`src/rtl/dynamixel_status_rx.sv`:
```
// dynamixel_status_rx: Dynamixel 1.0 status-packet receiver (8N1 deframer + packet parser)
module dynamixel_status_rx #(
  parameter int CLK_FREQ     = 50000000,
  parameter int BAUD         = 1000000,
  parameter int MAX_PARAMS   = 4,
  parameter int TIMEOUT_BITS = 20
) (
  input  logic        clk,
  input  logic        reset,
  input  logic        rx_en,
  input  logic        rxd,
  output logic        pkt_valid,
  output logic [7:0]  pkt_id,
  output logic [7:0]  pkt_error,
  output logic [2:0]  pkt_nparams,
  output logic [31:0] pkt_params,
  output logic        chk_err,
  output logic        frame_err,
  output logic        timeout_err,
  output logic        busy
);
  localparam int CPB  = CLK_FREQ / BAUD;
  localparam int CW   = $clog2(CPB + 1);
  localparam int TLIM = TIMEOUT_BITS * CPB;
  localparam int TW   = $clog2(TLIM + 1);

  typedef enum logic [1:0] {B_IDLE, B_START, B_DATA, B_STOP} bstate_t;
  typedef enum logic [2:0] {P_HDR1, P_HDR2, P_ID, P_LEN, P_ERR, P_PARAM, P_CHK} pstate_t;

  bstate_t bstate, bstate_nx;
  pstate_t pstate, pstate_nx;
  logic rx_m, rx_s, rx_d;
  logic [CW-1:0] bcnt;
  logic [2:0] bidx;
  logic [7:0] shreg;
  logic bsample, byte_done, stop_err;
  logic [7:0] csum, id_r, len_r, err_r, pidx;
  logic [31:0] params_r;
  logic [TW-1:0] tcnt;
  logic len_ok, len_bad, chk_ok, chk_bad, tmo;

  assign bsample = (bstate == B_START) ? (bcnt == CW'(CPB / 2 - 1)) : (bcnt == CW'(CPB - 1));
  assign len_ok  = shreg >= 8'd2 && shreg <= 8'(MAX_PARAMS + 2);
  assign busy    = pstate != P_HDR1;

  always_ff @(posedge clk or posedge reset)
    if (reset) begin
      bstate <= B_IDLE;
      pstate <= P_HDR1;
    end else begin
      bstate <= bstate_nx;
      pstate <= pstate_nx;
    end

  always_comb begin
    bstate_nx = bstate;
    if (!rx_en) bstate_nx = B_IDLE;
    else case (bstate)
      B_IDLE:  bstate_nx = (rx_d && !rx_s) ? B_START : B_IDLE;
      B_START: bstate_nx = !bsample ? B_START : rx_s ? B_IDLE : B_DATA;
      B_DATA:  bstate_nx = (bsample && bidx == 3'd7) ? B_STOP : B_DATA;
      B_STOP:  bstate_nx = bsample ? B_IDLE : B_STOP;
      default: bstate_nx = B_IDLE;
    endcase
  end

  // rx_d is only the one-cycle history of rx_s, used for falling-edge detection
  always_ff @(posedge clk or posedge reset)
    if (reset) begin
      {rx_d, rx_s, rx_m} <= 3'b111;
      bcnt      <= '0;
      bidx      <= '0;
      shreg     <= '0;
      byte_done <= 1'b0;
      stop_err  <= 1'b0;
    end else begin
      {rx_d, rx_s, rx_m} <= {rx_s, rx_m, rxd};
      bcnt      <= (bstate == B_IDLE || bsample) ? '0 : bcnt + 1'b1;
      bidx      <= (bstate == B_DATA) ? bidx + {2'b0, bsample} : '0;
      shreg     <= (bstate == B_DATA && bsample) ? {rx_s, shreg[7:1]} : shreg;
      byte_done <= rx_en && bstate == B_STOP && bsample && rx_s;
      stop_err  <= rx_en && bstate == B_STOP && bsample && !rx_s;
    end

  always_comb begin
    pstate_nx = pstate;
    len_bad   = 1'b0;
    chk_ok    = 1'b0;
    chk_bad   = 1'b0;
    tmo       = 1'b0;
    if (stop_err) pstate_nx = P_HDR1;
    else if (byte_done) case (pstate)
      P_HDR1:  pstate_nx = (shreg == 8'hFF) ? P_HDR2 : P_HDR1;
      P_HDR2:  pstate_nx = (shreg == 8'hFF) ? P_ID : P_HDR1;
      P_ID:    pstate_nx = (shreg == 8'hFF) ? P_ID : P_LEN;
      P_LEN: begin
        len_bad   = !len_ok;
        pstate_nx = len_ok ? P_ERR : P_HDR1;
      end
      P_ERR:   pstate_nx = (len_r > 8'd2) ? P_PARAM : P_CHK;
      P_PARAM: pstate_nx = (pidx == len_r - 8'd3) ? P_CHK : P_PARAM;
      P_CHK: begin
        pstate_nx = P_HDR1;
        chk_ok    = shreg == ~csum;
        chk_bad   = shreg != ~csum;
      end
      default: pstate_nx = P_HDR1;
    endcase
    else if (pstate != P_HDR1 && bstate == B_IDLE && tcnt == TW'(TLIM - 1)) begin
      tmo       = 1'b1;
      pstate_nx = P_HDR1;
    end
  end

  always_ff @(posedge clk or posedge reset)
    if (reset) begin
      csum        <= '0;
      id_r        <= '0;
      len_r       <= '0;
      err_r       <= '0;
      pidx        <= '0;
      params_r    <= '0;
      tcnt        <= '0;
      pkt_valid   <= 1'b0;
      chk_err     <= 1'b0;
      frame_err   <= 1'b0;
      timeout_err <= 1'b0;
      pkt_id      <= '0;
      pkt_error   <= '0;
      pkt_nparams <= '0;
      pkt_params  <= '0;
    end else begin
      if (byte_done) begin
        if (pstate == P_HDR2) begin
          csum     <= '0;
          params_r <= '0;
          pidx     <= '0;
        end
        if ((pstate == P_ID && shreg != 8'hFF) || pstate == P_LEN || pstate == P_ERR || pstate == P_PARAM)
          csum <= csum + shreg;
        if (pstate == P_ID) id_r <= shreg;
        if (pstate == P_LEN) len_r <= shreg;
        if (pstate == P_ERR) err_r <= shreg;
        if (pstate == P_PARAM) begin
          params_r[{pidx[1:0], 3'b000} +: 8] <= shreg;
          pidx <= pidx + 8'd1;
        end
      end
      tcnt        <= (pstate_nx == P_HDR1 || byte_done) ? '0 : (bstate == B_IDLE) ? tcnt + 1'b1 : tcnt;
      pkt_valid   <= chk_ok;
      chk_err     <= chk_bad;
      frame_err   <= stop_err | len_bad;
      timeout_err <= tmo;
      if (chk_ok) begin
        pkt_id      <= id_r;
        pkt_error   <= err_r;
        pkt_nparams <= 3'(len_r - 8'd2);
        pkt_params  <= params_r;
      end
    end
endmodule

```
`config.mk`:
```
export PLATFORM = sky130hd
export DESIGN_NAME = dynamixel_status_rx
export DESIGN_NICKNAME = d
export VERILOG_FILES = /design/src/rtl/dynamixel_status_rx.sv
export SDC_FILE = /design/constraint.sdc
export NUM_CORES = 1
export LEC_CHECK = 0
export BUFFER_PORTS_ARGS = -buffer_cell sky130_fd_sc_hd__buf_4
export CAP_MARGIN = 0
export CORE_ASPECT_RATIO = 0.5
export CORE_MARGIN = 2
export CORE_UTILIZATION = 45
export CTS_CLUSTER_DIAMETER = 200
export DETAILED_ROUTE_END_ITERATION = 10
export GPL_TIMING_DRIVEN = 0
export SLEW_MARGIN = 20
export SYNTH_ARGS = -nofsm -noshare
export SYNTH_HDL_FRONTEND = slang
export SYNTH_SLANG_ARGS = --single-unit
export TNS_END_PERCENT = 30
```
`constraint.sdc`:
```
create_clock -name clk -period 6.8 [get_ports clk]
set_input_delay 0.68 -clock clk [delete_from_list [all_inputs] [get_ports clk]]
set_output_delay 0.68 -clock clk [all_outputs]
set_load 0.01 [all_outputs]
```
==> results of run 1 <==
==> final timing paths <==
path                                       from                          to  slack, ps
min in group clk                 rx_m$_DFF_PP1_              rx_s$_DFF_PP1_        360
hold / removal                            reset         bstate[0]$_DFF_PP0_        280
setup / recovery           shreg[3]$_DFFE_PP0P_  pkt_params[28]$_DFFE_PP0P_       4250
hold reg to reg                  rx_m$_DFF_PP1_              rx_s$_DFF_PP1_        360
setup reg to reg           shreg[3]$_DFFE_PP0P_  pkt_params[28]$_DFFE_PP0P_       4250
max in group asynchronous                 reset     params_r[8]$_DFFE_PP0P_       5650
==> layout by cell type (no fill, tap or decap), types with 4 or more instances in the layout <==
| cell type | n |
|---|---|
| nand2_1 | 35 |
| clkbuf_16 | 17 |
| clkbuf_1 | 21 |
| nand3_1 | 21 |
| nor2b_1 | 7 |
| and3_1 | 4 |
| nor3_1 | 19 |
| nand3b_1 | 5 |
| inv_1 | 18 |
| ha_1 | 20 |
| nand4_1 | 5 |
| mux2i_1 | 4 |
| o21ai_0 | 16 |
| buf_6 | 5 |
| buf_4 | 59 |
| dfrtp_1 | 161 |
| xnor2_1 | 16 |
| a31oi_1 | 4 |
| inv_6 | 5 |
| a32o_1 | 25 |
| a22o_1 | 8 |
| and2_1 | 4 |
| xor2_1 | 16 |
| nor2_1 | 27 |
| mux2_1 | 48 |
| a21oi_1 | 9 |
| mux2_2 | 33 |
| or3_1 | 5 |
==> final cells by class <==
cell class / instances / area share
Buffer: 29 / 0.0171
Clock buffer: 17 / 0.0484
Clock inverter: 15 / 0.0242
Inverter: 20 / 0.00939
Multi-Input combinational cell: 385 / 0.348
Sequential cell: 164 / 0.467
Tap cell: 227 / 0.0323
Timing Repair Buffer: 60 / 0.0535
==> stage by stage <==
stage	setup WS [ps]	instance area (sq um)	power [mW]
final	4250	8790	2.04
after global routing	4140	8790	2.12
after CTS	4240	8790	2.07
after detailed placement	4260	8150	1.03
after global placement	-254	8100	1.02
after floorplan	1690	7380	1.02
==> state kept, by name, summed over array words and instances, names as in the netlist, 2 cells and up <==
name and flops:
pkt_error 8, bidx 3, pidx 8, pkt_id 8
pstate 3, pkt_nparams 3, shreg 8, csum 8
tcnt 10, bstate 2, id_r 8, params_r 32
err_r 8, len_r 8, pkt_params 32, bcnt 6
==> cells by family after synthesis <==
group	Yosys count
fa+ha+maj	21
xor+xnor	32
flops	164
compound gates	92
mux	85
simple gates	155
buf+inv	49
==> worst max-delay path, delay by kind of cell, from the launching register on <==
family | cells | cell delay [ps]
buf+inv | 1 | 260
flops | 1 | 470
mux | 1 | 340
fa+ha+maj | 1 | 400
simple gates | 2 | 950
==> power by group <==
group / internal (mW) / switching, mW / total, mW
combinational: 0.00506 / 0.0217 / 0.0268
clock: 0.596 / 0.438 / 1.03
sequential: 0.978 / 0.00227 / 0.980
total: 1.58 / 0.462 / 2.04
==> per-layer routing <==
metal	GRT usage	vias up	part of all wire
met1	0.288	2561	0.51
met4	0.0456	0	0.0070
met3	0.0490	10	0.032
met2	0.291	75	0.45
li1	-	2340	-
met5	0	-	0
==> impl_metrics.yaml, run 1 <==
yosys:
  synth_compound_area_frac: 0.0970
  synth_top_family_by_area: "multiplexers"
  synth_nets: 623
  synth_most_common_cell: "dfrtp_1"
  synthCells: 598
  ys_seq_area_frac: 0.557
  muxShareOfSynthArea: 0.129
  synth_top_flop_cell: "dfrtp_1"
  ys_types: 63
  synth_largest_area_cell: "dfrtp_1"
  yosysTopAreaCellShare: 0.546
  yosys.area_share.simple: 0.112
  yosys.area_share.adder: 0.0366
  synthArstFlopShare: 1.00
  ys_warn_count: 0
  synth_common_cells: "dfrtp_1, mux2_1, nand2_1, mux2_2, nor2_1"
  synth_xor_area_frac: 0.0380
  synth.area.top_cells: "dfrtp_1, mux2_1, mux2_2"
  avgSynthCellArea_sq_um: 12.3
  synth_edf_count: 0
  syn-cell-area_sq_mm: 0.00738
  synth-seq-cells: 164
clocking:
  htreeDepth: 4
  cts_sinks: 164
  cts_setup_buffers: 0
  cts.repair.resized: 0
  hold_buffers: 0
  clk_latency_ps: 430
  cts_buffer_depth: 2
  cts_root_buf: "clkbuf_16"
  cts_buffers: 17
  clkSlewWorstSetupHoldPaths_ps: 70
  cts_tree: "built"
final_layout:
  multiInputGateArea_sq_mm: 0.00306
  regArea_sq_mm: 0.00411
  drive_gt1_frac: 0.216
  fillers: 1402
  stdcell_count: 917
  area_growth_syn_to_layout_pct: 19.2
  utilization: 0.543
  num-nets-final: 702
  antennaDiodeCount: 0
drt:
  ant_nets: 0
  vias: 4986
  drc_errors: 0
  drt-total-wl_um: 15900
  avgViaCountPerCell: 5.44
  first_iter_violations: 397
  wire_per_inst_um: 17.3
  dr.pass1.iters: 5
global_routing:
  antenna_found_initial: 0
  grt.total_usage: 0.196
  overflow: 0
  grt_pass1_vias: 4716
  grt_pass1_wl_um: 25700
  grt_max_degree: 106
sta:
  setup_viol: 0
  tightestPinTransition_ps: 922
  maxSlewViolCount: 0
  timing.final.crit_share: 0.376
  tns_ps: 0
  clock_skew_ps: 10.4
  fin_crit_ps: 2550
  fmax_mhz: 391
  rsz0062_at_grt: "false"
  hold_viol: 0
  holdWs_ps: 281
  slew_headroom: 0.380
place:
  gp_congestion: 0.831
  dp_hpwl_um: 10800
  place_inst: 885
  port_buffers: 59
setup_path:
  critPathCaptureType: "flop"
  critical_path_class: "flop to flop"
  worstPathRequired_ps: 7100
  r2r_cells: 5
  critical-path-max-stage-delay_ps: 770
  cp_max_fo: 10
  arrival_ps: 2860
  crit_chain: "ha_1, nand3_1, nor4_4, buf_6, mux2_1"
  start_kind: "flop"
  cpMaxStageDelayCell: "nor4_4"
flow_run:
  max-cap-violations: 0
floorplanning:
  die-area_sq_mm: 0.0175
  rows: 33
  die_y_um: 94.5
  die_width_um: 185
  initial_utilization: 0.456
  io_pins: 60
  core_area_sq_mm: 0.0162
hold_path:
  min-delay-path-class: "input pin to async pin"
power:
  power_leakage_nw: 4.22
  ir_drop_v: 0.000165
  power_density_mw_per_mm2: 232
outcome:
  outcome: "finished clean"
(Power assumes the default switching activity.)
==> inputs of run 2 (changes only) <==
Clock period 6.8 ns to 2.5 ns, I/O delays scaled along.
==> run 2 against run 1 <==
Effect of this change:
- cell count rose by 0.87%
- via count rose by 0.16%
- register-to-register slack got worse by 4100 ps
- combinational power rose to 3.4 times the previous value
- hold slack got worse by 200 ps
- routed wire length grew 0.94%
- die area is the same
- core utilization is 0.68 points higher
- count of clock-buffer cells in the layout is 1 higher
- non-clock buffer count rose by 8
- sequential power grew to 2.7 times the previous value
- critical path type unchanged
- largest power group is now sequential cells
- highest routed layer unchanged
==> impl_metrics.yaml, run 2 (synthesis gave the netlist of run 1 again) <==
outcome:
  outcome: "finished clean"
final_layout:
  area_growth_syn_to_layout_pct: 20.7
  fillers: 1378
  drive_gt1_frac: 0.223
  regArea_sq_mm: 0.00411
  final_cell_mix: "dfrtp_1, buf_4, mux2_1"
  multiInputGateArea_sq_mm: 0.00308
  largest_registers: "params_r x32, pkt_params x32, tcnt x10"
  layout_commonest_cell: "dfrtp_1"
  antennaDiodeCount: 0
  stdcell_count: 925
  finalInstanceArea_sq_mm: 0.00890
  num-nets-final: 710
drt:
  ant_nets: 0
  drc_errors: 0
  wire_per_inst_um: 17.4
  dr.pass1.iters: 5
  first_iter_violations: 296
  drt-total-wl_um: 16000
  avgViaCountPerCell: 5.40
  vias: 4994
clocking:
  clk_latency_ps: 440
  cts_buffer_depth: 2
  cts_buffers: 17
  clkSlewWorstSetupHoldPaths_ps: 70
  cts_root_buf: "clkbuf_16"
  cts_tree: "built"
  cts_sinks: 164
  htreeDepth: 4
floorplanning:
  die_width_um: 185
  io_pins: 60
  core_area_sq_mm: 0.0162
  initial_utilization: 0.456
  die-area_sq_mm: 0.0175
  rows: 33
  die_y_um: 94.5
setup_path:
  critical_path_class: "flop to flop"
  start_kind: "flop"
  arrival_ps: 2750
  critPathCaptureType: "flop"
  cp_max_fo: 8
  worstPathRequired_ps: 2860
  r2r_slack_ps: 110
flow_run:
  max-cap-violations: 0
global_routing:
  antenna_found_initial: 0
  grt_pass1_wl_um: 26300
  grt.total_usage: 0.199
  grt_max_degree: 34
  overflow: 0
  grt_pass1_vias: 4944
sta:
  slew_headroom: 0.426
  setup_viol: 0
  clock_skew_ps: 15.7
  fin_crit_ps: 2390
  rsz0062_at_grt: "true"
  timing.final.crit_share: 0.954
  tightestPinTransition_ps: 860
  hold_viol: 0
  fmax_mhz: 419
  maxSlewViolCount: 0
power:
  power_leakage_nw: 4.26
  ir_drop_v: 0.000439
  power_density_mw_per_mm2: 608
place:
  place_inst: 889
  dp_hpwl_um: 11100
  gp_congestion: 0.909
  port_buffers: 59
  placed_cell_area_sq_mm: 0.00823
hold_path:
  min-delay-path-class: "input pin to flop"
[run 2: critical path, cell delays in order (launching register included)]
cell and delay, ps:
dfrtp_1 400, clkbuf_1 440, inv_1 180, ha_1 460
nand2_1 110, nor3_2 470, a32o_1 260
[run 2: where the power goes]
part | leakage [nW] | internal [mW] | total (mW) | switching (mW)
clock network | 0.288 | 1.50 | 2.66 | 1.16
registers | 2.28 | 2.66 | 2.67 | 0.00623
logic | 1.70 | 0.0279 | 0.0908 | 0.0629
total | 4.26 | 4.19 | 5.42 | 1.23
[run 2: worst paths after layout]
kind                       cells past startpoint                  endpoint           startpoint
max                                            6  params_r[10]$_DFFE_PP0P_  pidx[0]$_DFFE_PP0P_
min                                            3       bstate[0]$_DFF_PP0_                rx_en
max reg2reg                                    6  params_r[10]$_DFFE_PP0P_  pidx[0]$_DFFE_PP0P_
min reg2reg                                    0            rx_s$_DFF_PP1_       rx_m$_DFF_PP1_
max in group asynchronous                      5            rx_s$_DFF_PP1_                reset
min in group asynchronous                      3  params_r[13]$_DFFE_PP0P_                reset
[run 2: cell type report]
cell class / count / share of cell area
Timing Repair Buffer: 68 / 0.0672
Clock inverter: 14 / 0.0193
Multi-Input combinational cell: 385 / 0.346
Inverter: 20 / 0.00885
Buffer: 29 / 0.0170
Tap cell: 227 / 0.0319
Clock buffer: 18 / 0.0482
Sequential cell: 164 / 0.461
[run 2: repair_timing]
item | in CTS | in global routing
gates resized for setup | 0 | 6
buffers inserted | 2 | 0
pin swaps | 1 | 0
hold buffers | 2 | 0
endpoints found under the hold margin | 21 | 0
cloned | 0 | 0
endpoints found under the setup margin | 57 | 34
[run 2: stage by stage]
step | TNS, ps | util | power, mW | setup WS, ps | hold slack, ps
after floorplan | 0 | - | 2.76 | 168 | 254
after global placement | -145410 | 0.501 | 2.79 | -911 | 347
after detailed placement | -71.4 | 0.508 | 2.81 | -31.2 | 351
after CTS | -303 | 0.548 | 5.47 | -42.3 | 72.4
after global routing | -161 | 0.550 | 5.59 | -35.4 | 85.5
final | 0 | 0.550 | 5.42 | 115 | 77.6
[run 2: per-layer routing]
layer	global-route usage	routed length, um	vias up
li1	-	-	2347
met1	0.288	8030	2541
met2	0.307	7200	94
met3	0.0386	674	12
met4	0.0556	150	0
met5	0	0	-
